### src/rtl/lsu_pkg.sv
// lsu_pkg: shared funct3 codes, FSM states and request legality check for the load/store unit
package lsu_pkg;
  localparam logic [2:0] F3_B  = 3'b000;
  localparam logic [2:0] F3_H  = 3'b001;
  localparam logic [2:0] F3_W  = 3'b010;
  localparam logic [2:0] F3_BU = 3'b100;
  localparam logic [2:0] F3_HU = 3'b101;
  typedef enum logic [2:0] {IDLE, READ, WRITE, RESP, ERR} lsu_state_t;
  function automatic logic req_err(input logic write, input logic [2:0] f3, input logic [1:0] a);
    logic bad_f3, mis;
    bad_f3 = write ? (f3[2] || f3 == 3'b011) : (f3 == 3'b011 || f3 == 3'b110 || f3 == 3'b111);
    mis = (f3[1:0] == 2'b01 && a[0]) || (f3[1:0] == 2'b10 && a != 2'b00);
    return bad_f3 || mis;
  endfunction
endpackage

### src/rtl/lsu_align.sv
// lsu_align: little-endian load extraction/extension and sub-word store merge
module lsu_align import lsu_pkg::*; (
  input  logic [2:0]  i_funct3,
  input  logic [1:0]  i_addr_lo,
  input  logic [31:0] i_old,
  input  logic [31:0] i_wdata,
  output logic [31:0] o_load,
  output logic [31:0] o_store
);
  logic [4:0]  w_sh;
  logic [7:0]  w_byte;
  logic [15:0] w_half;
  assign w_sh   = {i_addr_lo, 3'b000};
  assign w_byte = 8'(i_old >> w_sh);
  assign w_half = i_addr_lo[1] ? i_old[31:16] : i_old[15:0];
  assign o_load = i_funct3 == F3_B  ? {{24{w_byte[7]}}, w_byte} :
                  i_funct3 == F3_BU ? {24'b0, w_byte} :
                  i_funct3 == F3_H  ? {{16{w_half[15]}}, w_half} :
                  i_funct3 == F3_HU ? {16'b0, w_half} : i_old;
  assign o_store = i_funct3 == F3_B ? (i_old & ~(32'hFF << w_sh)) | ({24'b0, i_wdata[7:0]} << w_sh) :
                   i_funct3 == F3_H ? (i_addr_lo[1] ? {i_wdata[15:0], i_old[15:0]} : {i_old[31:16], i_wdata[15:0]}) :
                   i_wdata;
endmodule

### src/rtl/load_store_unit.sv
// load_store_unit: single-outstanding load/store initiator with read-modify-write for sub-word stores
module load_store_unit import lsu_pkg::*; (
  input  logic        clk,
  input  logic        rst_n,
  input  logic        req_valid,
  output logic        req_ready,
  input  logic        req_write,
  input  logic [2:0]  req_funct3,
  input  logic [31:0] req_addr,
  input  logic [31:0] req_wdata,
  output logic        resp_valid,
  output logic [31:0] resp_rdata,
  output logic        resp_error,
  output logic        mem_read,
  output logic        mem_write,
  output logic [31:0] mem_address,
  output logic [31:0] mem_write_data,
  input  logic [31:0] mem_read_data
);
  lsu_state_t  r_state, w_next;
  logic [31:0] addr_q, wdata_q, merge_q, r_rdata;
  logic [2:0]  funct3_q;
  logic        write_q;
  logic        w_accept;
  logic [31:0] w_old, w_load, w_store;
  assign w_accept = req_valid && r_state == IDLE;
  assign w_old = r_state == READ ? mem_read_data : merge_q;
  lsu_align u_align (
    .i_funct3 (funct3_q),
    .i_addr_lo(addr_q[1:0]),
    .i_old    (w_old),
    .i_wdata  (wdata_q),
    .o_load   (w_load),
    .o_store  (w_store)
  );
  // next-state: errors bypass memory, SW skips the read, loads and SB/SH read first
  always_comb begin
    w_next = r_state;
    unique case (r_state)
      IDLE:    if (req_valid) w_next = req_err(req_write, req_funct3, req_addr[1:0]) ? ERR :
                                       (req_write && req_funct3 == F3_W) ? WRITE : READ;
      READ:    w_next = write_q ? WRITE : RESP;
      WRITE:   w_next = RESP;
      default: w_next = IDLE;
    endcase
  end
  // state register; async reset drops any in-flight write strobe at once
  always_ff @(posedge clk or negedge rst_n) begin
    if (!rst_n) r_state <= IDLE;
    else        r_state <= w_next;
  end
  // request capture, old-word capture for merges, and response data update
  always_ff @(posedge clk or negedge rst_n) begin
    if (!rst_n) begin
      addr_q   <= '0;
      wdata_q  <= '0;
      funct3_q <= '0;
      write_q  <= 1'b0;
      merge_q  <= '0;
      r_rdata  <= '0;
    end else begin
      if (w_accept) begin
        addr_q   <= req_addr;
        wdata_q  <= req_wdata;
        funct3_q <= req_funct3;
        write_q  <= req_write;
        if (w_next == ERR) r_rdata <= '0;
      end
      if (r_state == READ && write_q) merge_q <= mem_read_data;
      if (r_state == READ && !write_q) r_rdata <= w_load;
      if (r_state == WRITE) r_rdata <= '0;
    end
  end
  assign req_ready      = r_state == IDLE;
  assign resp_valid     = r_state == RESP || r_state == ERR;
  assign resp_error     = r_state == ERR;
  assign resp_rdata     = r_rdata;
  assign mem_read       = r_state == READ;
  assign mem_write      = r_state == WRITE;
  assign mem_address    = r_state == IDLE ? 32'b0 : {addr_q[31:2], 2'b00};
  assign mem_write_data = r_state == WRITE ? w_store : 32'b0;
endmodule

### config.mk
export PLATFORM = sky130hd
export DESIGN_NAME = load_store_unit
export DESIGN_NICKNAME = d
export VERILOG_FILES = /design/src/rtl/lsu_pkg.sv /design/src/rtl/lsu_align.sv /design/src/rtl/load_store_unit.sv
export SDC_FILE = /design/constraint.sdc
export NUM_CORES = 1
export LEC_CHECK = 0
export ABC_AREA = 1
export ABC_CLOCK_PERIOD_IN_PS = 1600
export CAP_MARGIN = 20
export CORE_UTILIZATION = 45
export DETAILED_ROUTE_END_ITERATION = 6
export PLACE_DENSITY = 0.85
export SLEW_MARGIN = 20
export SYNTH_ARGS = -nofsm -noshare
export SYNTH_HDL_FRONTEND = slang
export SYNTH_SLANG_ARGS = --single-unit
### constraint.sdc
create_clock -name clk -period 1.6 [get_ports clk]
set_input_delay 0.24 -clock clk [delete_from_list [all_inputs] [get_ports clk]]
set_output_delay 0.24 -clock clk [all_outputs]
set_load 0.02 [all_outputs]
==> impl_metrics.tcl, run 1 <==
set metrics [dict create \
    initial_core_util_pct 45.9 \
    dpl.cell_count 1687 \
    netlist.area_leader.share_pct 42.9 \
    worst-ep-kind "primary output" \
    yosysSeqAreaShare_pct 42.9 \
    io_buffers 201 \
    synthFlopType "dfrtp_1" \
    grt_max_degree 40 \
    dp_hpwl_mm 22.3 \
    numCtsBuffers 17 \
    grt_repair_worst_endpoint "mem_write_data[31]" \
    cts_sinks 135 \
    dieHeight_um 134 \
    postPlaceCellArea_um2 11800 \
    synthCells 1143 \
    stop_stage "global routing" \
    gp_congestion 0.997 \
    syn_area_um2 7880 \
    synth.avg_cell_area_um2 6.89 \
    pin_count 204 \
    clk_root_buffer_cell "clkbuf_16" \
    async_flop_share_pct 100 \
    grt.overflow.total 14 \
    h-tree-depth 4 \
    yosysWarnings 0 \
    ys_ff_latch 135 \
    yosysTopAreaCell "dfrtp_1" \
    stop_error "[ERROR GRT-0232] Routing congestion too high. Check the congestion heatmap in the GUI." \
    status "aborted with a tool error" \
    synth-edff-count 0 \
    fp.dieW_um 134 \
    cts_max_path_buffers 2 \
    row_count 48 \
    synth.area.top_cells "dfrtp_1, nand2_1, o21ai_0" \
    ys_types 35 \
    grt.total_usage_pct 71.6 \
]
per-stage QoR:
stage	setup TNS, ps	utilization (%)	worst slack [ps]
2_1_floorplan	-3010	-	-142
3_3_place_gp	-49400	68.8	-777
3_5_place_dp	-55120	68.8	-789
4_1_cts	-65190	79.7	-751
routing by layer:
metal / GRT overflow / track usage (%)
met5: 0 / 11.7
met4: 4 / 73.0
met3: 1 / 52.8
met2: 9 / 91.1
met1: 0 / 71.9
cells in the mapped netlist (all sizes together), types with 3 or more instances:
cell type,count
buf,34
o21ai,172
and2,3
a31oi,5
o211ai,9
dfrtp,135
a21oi,61
o22ai,11
nand3,62
nor3,14
inv,115
nand2,343
mux2,8
clkbuf,36
nor2,115
nand4,6
a211oi,3
repair_timing:
action | 4_1_cts
pin swaps | 48
setup buffers | 45
cloned | 8
gates resized for setup | 569
endpoints found under the hold margin | 28
hold buffers | 1
setup endpoints to repair | 220
cell families after synthesis:
family	share of synthesized area, %
mux	1.14
simple gates	27.9
flops	42.9
other cells	0.0476
buf+inv	9.97
compound gates	18.0
==> run 2, diff against run 1 <==
ABC_CLOCK_PERIOD_IN_PS = 2100   (was 1600)
CORE_UTILIZATION = 35   (was 45)
PLACE_DENSITY = default   (was 0.85)
PLACE_DENSITY_LB_ADDON = 0.15   (was default)
clock period = 2.1 ns   (was 1.6 ns; I/O delays follow)
==> run 2 against run 1 <==
Effect of this change:
- synthesized cell count stayed put
- the flow now finishes, with violations (design-rule violations, negative setup slack)
- area after synthesis stayed put
==> impl_metrics.tcl, run 2 <==
set metrics [dict create \
    worstPathCellList "inv_2 -> nand3_4 -> buf_4 -> o21ai_1 -> buf_4 -> inv_1 -> o21ai_1 -> nand2_1 -> a21oi_2 -> buf_4" \
    insertion_delay_ps 440 \
    drc 21 \
    status "finished, violations left" \
    yosysSeqAreaShare_pct 42.9 \
    synth.area.top_cells "dfrtp_1, nand2_1, o21ai_0" \
    synth_most_common_cell "nand2_1" \
    finClkSkew_ps 9.44 \
    globalRoute.busiestLayer "met2" \
    synthAdderAreaFrac_pct 0 \
    h-tree-depth 4 \
    min_period_ps 2530 \
    dieHeight_um 152 \
    worst_slew_pin_slew_ps 720 \
    die_area_um2 23100 \
    p_per_area_nw_per_um2 1830 \
    finalMaxSlewViolations 0 \
    wirelength_mm 33.6 \
    clk_pin_slew_worst_paths_ps 70 \
    initial_core_util_pct 35.9 \
    worstPathRequired_ps 1780 \
    gr-usage-met2_pct 41.7 \
    grt.overflow.total 0 \
    yosys.area_share.simple_pct 27.9 \
    cp_max_fo 5 \
    p_leak_nw 6.77 \
    cts_tree "done" \
    slew_headroom_pct 51.9 \
    drive_above_1_share_pct 37.6 \
    synth_top_family_by_area "simple AND/OR/NAND/NOR gates" \
    synth_compound_area_share_pct 18.0 \
    syn_area_um2 7880 \
    grt.total_usage_pct 26.6 \
    drt-pass1-iter-count 7 \
    nets 1631 \
    antenna_found_initial 0 \
    yosysWarnings 0 \
    vias 9459 \
    grt_pass1_vias 8760 \
    finalCritPeriodShare_pct 120 \
    gp_congestion 0.912 \
    min_path_type "in -> async" \
    final_common_cell "nand2_1" \
    start_kind "flop" \
    vdd_drop_max_uv 948 \
    rsz0062_at_grt "true" \
    ys_ff_latch 135 \
    clk_root_buffer_cell "clkbuf_16" \
    netlist.area_leader.share_pct 42.9 \
    mostFrequentLayoutCells "nand2_1, buf_4, clkdlybuf4s50_1" \
    crit_buf_inv 5 \
    row_count 54 \
    synthMuxAreaShare_pct 1.14 \
    place_worst_setup_slack_ps -475 \
    grt_pass1_wl_mm 47.7 \
    dp_hpwl_mm 20.9 \
    synthFlopType "dfrtp_1" \
    drv_cap 0 \
    synth.avg_cell_area_um2 6.89 \
    synthCells 1143 \
    violations "design-rule violations, negative setup slack" \
    use_met1_pct 36.3 \
    io_buffers 201 \
    grt_use_met3_pct 5.48 \
    synth-edff-count 0 \
    slowest_stage "dfrtp_1" \
    critical_path.max_stage_delay_ps 400 \
    worstSetupEndpointType "output pin" \
    worstPathArrival_ps 2210 \
    pin_count 204 \
    fmax_mhz 396 \
    finalWorstSetupSlack_ps -427 \
    wl_per_cell_um 18.5 \
    cts_sinks 135 \
    yosysTopAreaCell "dfrtp_1" \
    cts_max_path_buffers 2 \
    synth_xor_area_share_pct 0 \
    ys_top_cells_by_count "nand2_1, o21ai_0, dfrtp_1" \
    vias_per_cell 5.19 \
    ys_types 35 \
    n_fill_cell 1852 \
    ant_nets 0 \
    grt_max_degree 75 \
    critPathTopFamily "buffers and inverters" \
    finalSetupViolations 114 \
    synthToLayoutAreaGrowth_pct 78.9 \
    crit_top_cell "buf_4" \
    finalHoldViolations 0 \
    numCtsBuffers 17 \
    async_flop_share_pct 100 \
    worstSetupPathType "reg -> out" \
    first_iter_violations 910 \
    core_um2 22000 \
    fp.dieW_um 152 \
    total_power_w 0.0259 \
    antenna_cells 0 \
]
## run 2: cells by family (layout without fill, tap and decap cells)
group / after synthesis / after routing
and+or+nand+nor: 543 / 544
buffers and inverters: 187 / 583
muxes: 8 / 8
other: 1 / 2
DFF: 135 / 135
AOI/OAI and AO/OA: 269 / 269
## run 2: path summary, 6_finish.rpt
| path | startpoint | endpoint | slack (ps) | cells past startpoint |
|---|---|---|---|---|
| setup / recovery | r_state[2] | mem_write_data[30] | -430 | 10 |
| hold / removal | rst_n | merge_q[18] | 390 | 2 |
| setup reg to reg | r_state[0] | wdata_q[12] | -60 | 15 |
| hold reg to reg | merge_q[21] | merge_q[21] | 480 | 2 |
| max in group asynchronous | rst_n | resp_rdata[26] | 940 | 3 |
| min in group clk | req_addr[4] | addr_q[4] | 400 | 3 |
## run 2: area by class of cell
type	instances	area (um2)	share of cell area (%)
Timing Repair inverter	2	12.5	0.0888
Inverter	117	464	3.29
Multi-Input combinational cell	823	4840	34.3
Tap cell	280	350	2.49
Clock buffer	17	425	3.02
Timing Repair Buffer	432	4450	31.5
Clock inverter	15	175	1.24
Sequential cell	135	3380	24.0
## run 2: power breakdown
group          leakage [nW]  switching (W)  internal [W]  total [W]
registers              1.68       0.000762       0.00376    0.00452
clock network         0.292        0.00153       0.00161    0.00314
logic                  4.80         0.0100       0.00819     0.0182
total                  6.77         0.0123        0.0136     0.0259
## run 2: stage by stage
stage	instances	hold WS, ps	utilization [%]	TNS (ps)	cell area [um2]
after floorplan	1144	19.4	-	0	7880
after global routing	1821	401	64.2	-29080	14100
after detailed placement	1710	294	51.2	-12180	11200
after global placement	1710	295	51.2	-11500	11200
final	1821	392	64.2	-18710	14100
after CTS	1785	402	58.1	-13370	12700
## run 2: routing by layer
layer / wire, um / vias up
li1: - / 4482
met1: 14300 / 4470
met2: 15900 / 431
met3: 2460 / 76
met4: 896 / 0
met5: 0 / -
## run 2: worst reg2reg max path, stage by stage (launching register included)
cell and delay [ps]:
dfrtp_2 470, buf_6 160, buf_6 110, nor2_4 80
inv_2 60, nor2_4 120, buf_12 130, buf_16 110
buf_12 120, buf_8 110, nand2_8 60, clkinv_8 100
buf_12 150, clkbuf_16 160, nand2_1 60, o21ai_1 90
## run 2: repair_timing
item	4_1_cts	5_1_grt
endpoints found under the hold margin	46	0
cloned	8	21
gates resized for setup	521	264
hold buffers	1	0
endpoints found under the setup margin	67	158
pin swaps	37	67
setup buffers	36	23
Power figures use the tool's default switching activity.
